===== src/rtl/ser_inf_mch.sv =====
// Multi-channel parallel/serial exchange engine for BIST SDI/SDO chains.
// One channel is active per transaction; the bit order and the bit period are programmable.
module ser_inf_mch #(
    parameter int DW    = 32,
    parameter int NCH   = 4,
    parameter int CH_W  = 2,
    parameter int DIV_W = 4
) (
    input  logic             clk,
    input  logic             rst_n,
    input  logic             reg_wr,
    input  logic             reg_rd,
    input  logic [CH_W-1:0]  reg_ch,
    input  logic             reg_msb_first,
    input  logic [DIV_W-1:0] reg_clk_div,
    input  logic [DW-1:0]    reg_wdata,
    output logic [DW-1:0]    reg_rdata,
    output logic             reg_ack,
    output logic             reg_err,
    output logic             reg_busy,
    output logic [NCH-1:0]   sdi,
    output logic [NCH-1:0]   shift,
    input  logic [NCH-1:0]   sdo
);

    localparam int BC_W = $clog2(DW + 1);

    typedef enum logic [1:0] {IDLE, SHIFT, DONE} state_t;

    state_t            state_q, state_d;
    logic [CH_W-1:0]   ch_q;
    logic              msb_q;
    logic              rd_q;
    logic              err_q;
    logic [DIV_W-1:0]  div_q;
    logic [DIV_W-1:0]  div_cnt;
    logic [BC_W-1:0]   bit_cnt;
    logic [DW-1:0]     sreg;
    logic [DW-1:0]     cap;
    logic [DW-1:0]     cap_nxt;
    logic [DW-1:0]     rdata_q;
    logic              req;
    logic              ch_ok;
    logic              bit_end;
    logic              last_bit;
    logic              sdo_bit;
    logic              sdi_bit;

    assign req      = reg_wr | reg_rd;
    assign ch_ok    = 32'(reg_ch) < 32'(NCH);
    assign bit_end  = (div_cnt == '0);
    assign last_bit = bit_end && (bit_cnt == BC_W'(DW - 1));
    assign sdi_bit  = msb_q ? sreg[DW-1] : sreg[0];
    assign reg_rdata = rdata_q;

    always_comb begin
        sdo_bit = 1'b0;
        for (int unsigned i = 0; i < NCH; i++) begin
            if (ch_q == CH_W'(i)) sdo_bit = sdo[i];
        end
    end

    // Shifting toward the far end puts capture bit k at index k (LSB) or DW-1-k (MSB).
    assign cap_nxt = msb_q ? {cap[DW-2:0], sdo_bit} : {sdo_bit, cap[DW-1:1]};

    always_ff @(posedge clk or negedge rst_n) begin
        if (!rst_n) state_q <= IDLE;
        else        state_q <= state_d;
    end

    always_comb begin
        state_d = state_q;
        case (state_q)
            IDLE:    if (req) state_d = ch_ok ? SHIFT : DONE;
            SHIFT:   if (last_bit) state_d = DONE;
            DONE:    state_d = IDLE;
            default: state_d = IDLE;
        endcase
    end

    always_comb begin
        reg_ack  = (state_q == DONE);
        reg_err  = (state_q == DONE) && err_q;
        reg_busy = (state_q == SHIFT);
        shift    = '0;
        sdi      = '0;
        for (int unsigned i = 0; i < NCH; i++) begin
            if (state_q == SHIFT && ch_q == CH_W'(i)) begin
                shift[i] = 1'b1;
                sdi[i]   = sdi_bit;
            end
        end
    end

    always_ff @(posedge clk or negedge rst_n) begin
        if (!rst_n) begin
            ch_q    <= '0;
            msb_q   <= 1'b0;
            rd_q    <= 1'b0;
            err_q   <= 1'b0;
            div_q   <= '0;
            div_cnt <= '0;
            bit_cnt <= '0;
            sreg    <= '0;
            cap     <= '0;
            rdata_q <= '0;
        end else begin
            case (state_q)
                IDLE: begin
                    if (req) begin
                        ch_q    <= reg_ch;
                        msb_q   <= reg_msb_first;
                        rd_q    <= reg_rd;
                        err_q   <= !ch_ok;
                        div_q   <= reg_clk_div;
                        div_cnt <= reg_clk_div;
                        bit_cnt <= '0;
                        sreg    <= reg_wr ? reg_wdata : '0;
                        cap     <= '0;
                    end
                end
                SHIFT: begin
                    if (bit_end) begin
                        div_cnt <= div_q;
                        bit_cnt <= bit_cnt + BC_W'(1);
                        cap     <= cap_nxt;
                        sreg    <= msb_q ? (sreg << 1) : (sreg >> 1);
                        // The final sample lands in the same edge that moves to DONE.
                        if (last_bit && rd_q) rdata_q <= cap_nxt;
                    end else begin
                        div_cnt <= div_cnt - DIV_W'(1);
                    end
                end
                default: ;
            endcase
        end
    end

endmodule


===== config.mk =====
export PLATFORM = sky130hd
export DESIGN_NAME = ser_inf_mch
export DESIGN_NICKNAME = d
export VERILOG_FILES = /design/src/rtl/ser_inf_mch.sv
export SDC_FILE = /design/constraint.sdc
export NUM_CORES = 1
export LEC_CHECK = 0
export CORE_MARGIN = 10
export CORE_UTILIZATION = 63
export DETAILED_ROUTE_END_ITERATION = 8
export DONT_BUFFER_PORTS = 1
export PLACE_DENSITY_LB_ADDON = 0.3
export SYNTH_ARGS = -nofsm -noshare
export SYNTH_HDL_FRONTEND = slang
export SYNTH_SLANG_ARGS = --single-unit

===== constraint.sdc =====
create_clock -name clk -period 2.7 [get_ports clk]
set_input_delay 0.27 -clock clk [delete_from_list [all_inputs] [get_ports clk]]
set_output_delay 0.27 -clock clk [all_outputs]
set_load 0.05 [all_outputs]

== Word level (Yosys, flattened, before mapping) ==
Cells that the tools add are included.
Word-level totals
  flip-flop bits (word level): 116
  output and inout bits: 43
  input bits: 47
Cells by class
  add/subtract/negate cells: 2
  mux-type cells: 31
  equality and inequality tests: 9
  reductions and logical operators: 15
  bitwise logic cells: 1
Operators with widths (count)
  32-bit two-way mux: 7
  32-bit case mux with 2 select lines: 2
  1-bit two-way mux: 13
  6-bit two-way mux: 2
  6-bit case mux with 2 select lines: 1
  4-bit two-way mux: 2
  4-bit case mux with 2 select lines: 1
  6-bit by 1-bit adder with 6-bit output, second input constant: 1
  2-bit equality test, second input constant: 3
  6-bit by 5-bit equality test with 1-bit output, second input constant: 1
  1-bit logical AND: 6
  2-bit AND reduction: 3
  3-bit AND reduction: 2
  2-bit by 1-bit equality test with 1-bit output, second input constant: 2
  2-bit zero test: 2
  4-bit zero test: 1
  2-bit two-way mux: 2
  2-bit by 1-bit inequality test with 1-bit output, second input constant: 2
  2-bit case mux with 2 select lines: 1
  4-bit by 1-bit subtractor with 4-bit output, second input constant: 1
  2-bit inequality test, second input constant: 1
  2-bit nonzero test: 1
  1-bit bitwise OR: 1

== Depth between registers and ports, before layout ==
  depth after elaboration: 8
  gate-level depth with buffers: 9

== Least setup slack after synthesis ==
Ideal clock, no wire load.
  path type: register -> output
  start: register state_q[1]
  end: output sdi[1]
  data arrival time: 2.975 ns
  stages on the path, launching flop included: 6
  setup slack: -0.545 ns
  cells stage by stage: dfrtp_1 nand2b_1 clkbuf_1 clkbuf_1 nor3b_1 nor2b_1
On the way
  longest elaborated chain between the ends: 3
RTL lines
  start, declared: line 30  | state_t state_q, state_d;
  start signal, assigned: line 68  | else state_q <= state_d;
  2-bit by 1-bit equality test with 1-bit output: line 88  | if (state_q == SHIFT && ch_q == CH_W'(i)) begin
  1-bit logical AND: line 88
  1-bit two-way mux: line 88
  end, declared: line 21  | output logic [NCH-1:0] sdi,
Every way passes these cells.

== Worst setup path after layout ==
  start: register div_cnt[0]
  end: register rdata_q[28] (netlist: reg_rdata[28])
On the way
  longest elaborated chain between the ends: 4
RTL lines
  start, declared: line 36  | logic [DIV_W-1:0] div_cnt;
  start signal, assigned: line 116  | div_cnt <= reg_clk_div;
  start signal, assigned: line 124  | div_cnt <= div_q;
  start signal, assigned: line 131  | div_cnt <= div_cnt - DIV_W'(1);
  4-bit zero test *: line 51  | assign bit_end = (div_cnt == '0);
  1-bit logical AND: line 52  | assign last_bit = bit_end && (bit_cnt == BC_W'(DW - 1));
  1-bit logical AND: line 129  | if (last_bit && rd_q) rdata_q <= cap_nxt;
  3-bit AND reduction (no source line) *
  end signal, assigned: line 129
  end, declared: line 41  | logic [DW-1:0] rdata_q;
Mark *: on every way between the ends. The rest lies on a longest branch, timed or not.
A chain may end at the register's enable or synchronous reset.

==> impl_metrics.csv <==
group,metric,value,unit
run_status,outcome,"finished, violations left",
run_status,violations,"negative hold slack",
setup_path,crit_family,"simple AND/OR/NAND/NOR gates",
placement,dp_hpwl,8490,um
synth,synth_fp_nets,629,
synth,synthMostInstantiatedCell,"dfrtp_1",
pwr,peakVddDrop,0.542,mV
clocking,cts.clk_slew.worst_paths,0.06,ns
setup_path,rrSetupSlack,0.25,ns
clocking,clock_latency,0.52,ns
setup_path,endpoint_kind,"register",
setup_path,crit_fanout,17,
finish,fill_cells,544,
die,rows,34,
synth,synthesis.area,5720,um^2
synth,synth_edf_count,0,
pwr,p_comb_share,37.7,%
synth,synth_top_area_share,50.7,%
pwr,powerDensity,1200,nW/um^2
synth,synthArstFlopShare,100,%
sta,setup_viol_count_final,0,
setup_path,worstPathRequired,3.10,ns
grt,antenna_found_initial,1,
placement,portBuffers,0,
synth,ys.flop_type,"dfrtp_1",
grt,use_met1,27.0,%
finish,area_growth_syn_to_layout,19.8,%
sta,fin_crit_sh,90.8,%
synth,yosysWarnings,0,
synth,yosysSeqAreaShare,50.7,%
die,ios,90,
setup_path,cp_cell_sequence,"inv_1 -> ha_1 -> or3b_1 -> nor4b_4 -> nand3_4 -> mux2_4",
sta,max_freq,408,MHz
clocking,root_buffer,"clkbuf_8",
hold_path,hold_class,"in2async",
sta,tightest_slew,1.10,ns
setup_path,reg2reg_to,"reg_rdata[28]",
pwr,p_sw_share,39.1,%
finish,final_core_util,78.3,%
grt,grt_usage,22.5,%
pwr,p_switching,3.21,mW
die,initial_utilization,65.3,%
pwr,seqPwrFrac,34.8,%
synth,syn_area_per_cell,9.87,um^2
pwr,leakagePower,3.07,nW
pwr,p_int,5.00,mW
placement,dp_slack,0.331,ns
route,dr.first_iter.drc_count,508,
flow_run,maxCapViolations,0,
pwr,clock_power_share,27.5,%
placement,dp.cells,657,
clocking,clock_sinks,116,
sta,relSlewSlack,26.7,%
grt,top_usage_layer,"met2",
synth,synthTopCellsByArea,"dfrtp_1 51%, mux2i_1 8.0%, a31oi_1 7.0%, nor2_1 5.7%, nand2_1 4.3%",
route,firstDrtPassIters,5,
synth,synth_commonest_cells,"116 x dfrtp_1, 87 x nor2_1, 66 x nand2_1",
setup_path,r2r_start,"div_cnt[0]",
grt,grt_pass1_wl,23800,um
grt,overflow,0,
setup_path,cp-start-kind,"register",
finish,layoutNonFillerInstCount,729,
sta,slew_violations,0,
finish,drive_gt1_share,17.6,%
sta,setup_ws,0.248,ns
setup_path,critical-path-slowest-cell,"nor4b_4",
synth,synth_area_leader_cell,"dfrtp_1",
grt,grt_pass1_vias,4521,
route,via_per_inst,6.33,
finish,multi_input_area,2640,um^2
clocking,cts-htree-levels,4,
route,num_vias,4612,
clocking,tritoncts,"yes",
setup_path,cp.arrival,2.85,ns
route,drc,0,
setup_path,cp_num_buf_inv,1,
sta,rsz0062_at_grt,"no",
finish,fin_nets,656,
die,dieArea,13300,um^2
synth,synth_seq_cells,116,
setup_path,worstRegToRegCells,6,
route,drtAntennaViolNets,0,
grt,use_met3,6.61,%
sta,holdWs,-0.555,ns
sta,fin_worst_skew,0.00828,ns
die,die_y,115,um
die,core,8760,um^2
clocking,cts_buffers,17,
placement,gp_congestion,0.793,
synth,ys_types,45,
clocking,clockBufferDepth,2,
finish,regArea,2910,um^2
sta,hold_viol_final,116,
setup_path,path_class,"reg2reg",
grt,grt_use_met2,37.8,%
die,dieWidth,115,um
route,postRouteWirelength,14600,um
synth,synthCells,580,
clocking,cts_hold_buf,39,
route,wl_per_cell,20.0,um
grt,grt_max_degree,117,
sta,fin_crit,2.45,ns
setup_path,slowest_delay,0.45,ns
metrics by stage:
step / TNS (ns) / area, um^2 / total power [mW]
4_1_cts: 0 / 6850 / 8.10
5_1_grt: 0 / 6860 / 8.68
2_1_floorplan: -0.0213 / 5740 / 5.09
3_3_place_gp: 0 / 5870 / 5.60
6_report: 0 / 6860 / 8.21
3_5_place_dp: 0 / 5870 / 5.73
how the worst max path moves through the flow:
stage | startpoint | endpoint | slack, ns | depth (start not counted)
2_1_floorplan | state_q[1] | sdi[1] | -0.02 | 5
3_3_place_gp | div_cnt[0] | reg_rdata[25] | 0.43 | 6
3_5_place_dp | div_cnt[0] | reg_rdata[30] | 0.33 | 6
4_1_cts | state_q[0] | sdi[3] | 0.10 | 5
5_1_grt | div_cnt[0] | reg_rdata[23] | 0.09 | 6
6_report | div_cnt[0] | reg_rdata[28] | 0.25 | 6
area by class of cell:
class | instances | share of cell area (%)
multi-input cells | 410 | 38.5
well taps | 108 | 1.97
diodes | 1 | 0.0365
clock buffers | 24 | 6.86
repair buffers | 59 | 8.25
flip-flops and latches | 116 | 42.4
clock inverters | 8 | 1.79
inverters | 3 | 0.219
timing repair:
action,CTS,global route
endpoints found under the setup margin,0,1
hold endpoints to repair,158,116
gates resized for setup,0,1
setup buffers,0,0
cell families (layout without fill, tap and decap cells):
logic type	Yosys count	after routing	synth area share, %
simple gates	182	182	13.7
fa+ha+maj	2	2	0.437
compound gates	144	144	15.5
xor+xnor	2	2	0.306
mux	79	79	15.4
buf+inv	54	94	3.87
other cells	1	2	0.0655
flops	116	116	50.7
power groups by stage:
stage,sequential (mW),clock [mW],combinational [mW]
2_1_floorplan,2.63,0,2.46
3_3_place_gp,2.82,0,2.78
3_5_place_dp,2.84,0,2.89
4_1_cts,2.84,2.27,2.99
5_1_grt,2.92,2.36,3.41
6_report,2.86,2.26,3.09
layer usage:
metal / wire (um) / vias to the layer above
met5: 0 / -
met4: 259 / 0
met1: 5850 / 2289
met3: 984 / 26
met2: 7510 / 175
li1: - / 2122
worst reg2reg max path, cell delays in order, from the launching register on:
cell and delay, ns:
dfrtp_1 0.40, inv_1 0.07, ha_1 0.22, or3b_1 0.44, nor4b_4 0.46, nand3_4 0.34, mux2_4 0.41
flip-flops by register name, indices dropped and copies added (netlist names):
| register | count |
|---|---|
| div_cnt | 4 |
| rd_q | 1 |
| state_q | 2 |
| reg_rdata | 32 |
| bit_cnt | 6 |
| cap | 32 |
| sreg | 32 |
| ch_q | 2 |
| msb_q | 1 |
| div_q | 4 |
cell usage in the layout, fill, tap and decap left out, types with 2 or more instances in the layout:
cell / n
dfrtp_1: 115
nor2_1: 86
nand2_1: 66
a31oi_1: 64
mux2i_1: 46
dlygate4sd3_1: 39
a21oi_1: 36
mux2_2: 22
o21ai_0: 19
buf_4: 18
clkbuf_16: 16
a31o_2: 15
mux2_4: 10
nand3_1: 4
clkbuf_8: 4
clkbuf_1: 4
nor2b_1: 3
bufinv_16: 3
clkinv_2: 3
inv_1: 2
and3_1: 2
nor3_2: 2
nor3b_1: 2
or2_2: 2
nand2b_1: 2
a211oi_1: 2
a221o_1: 2
or3_1: 2
ha_1: 2
buf_12: 2
No activity file was read; power rests on OpenSTA's default activity.
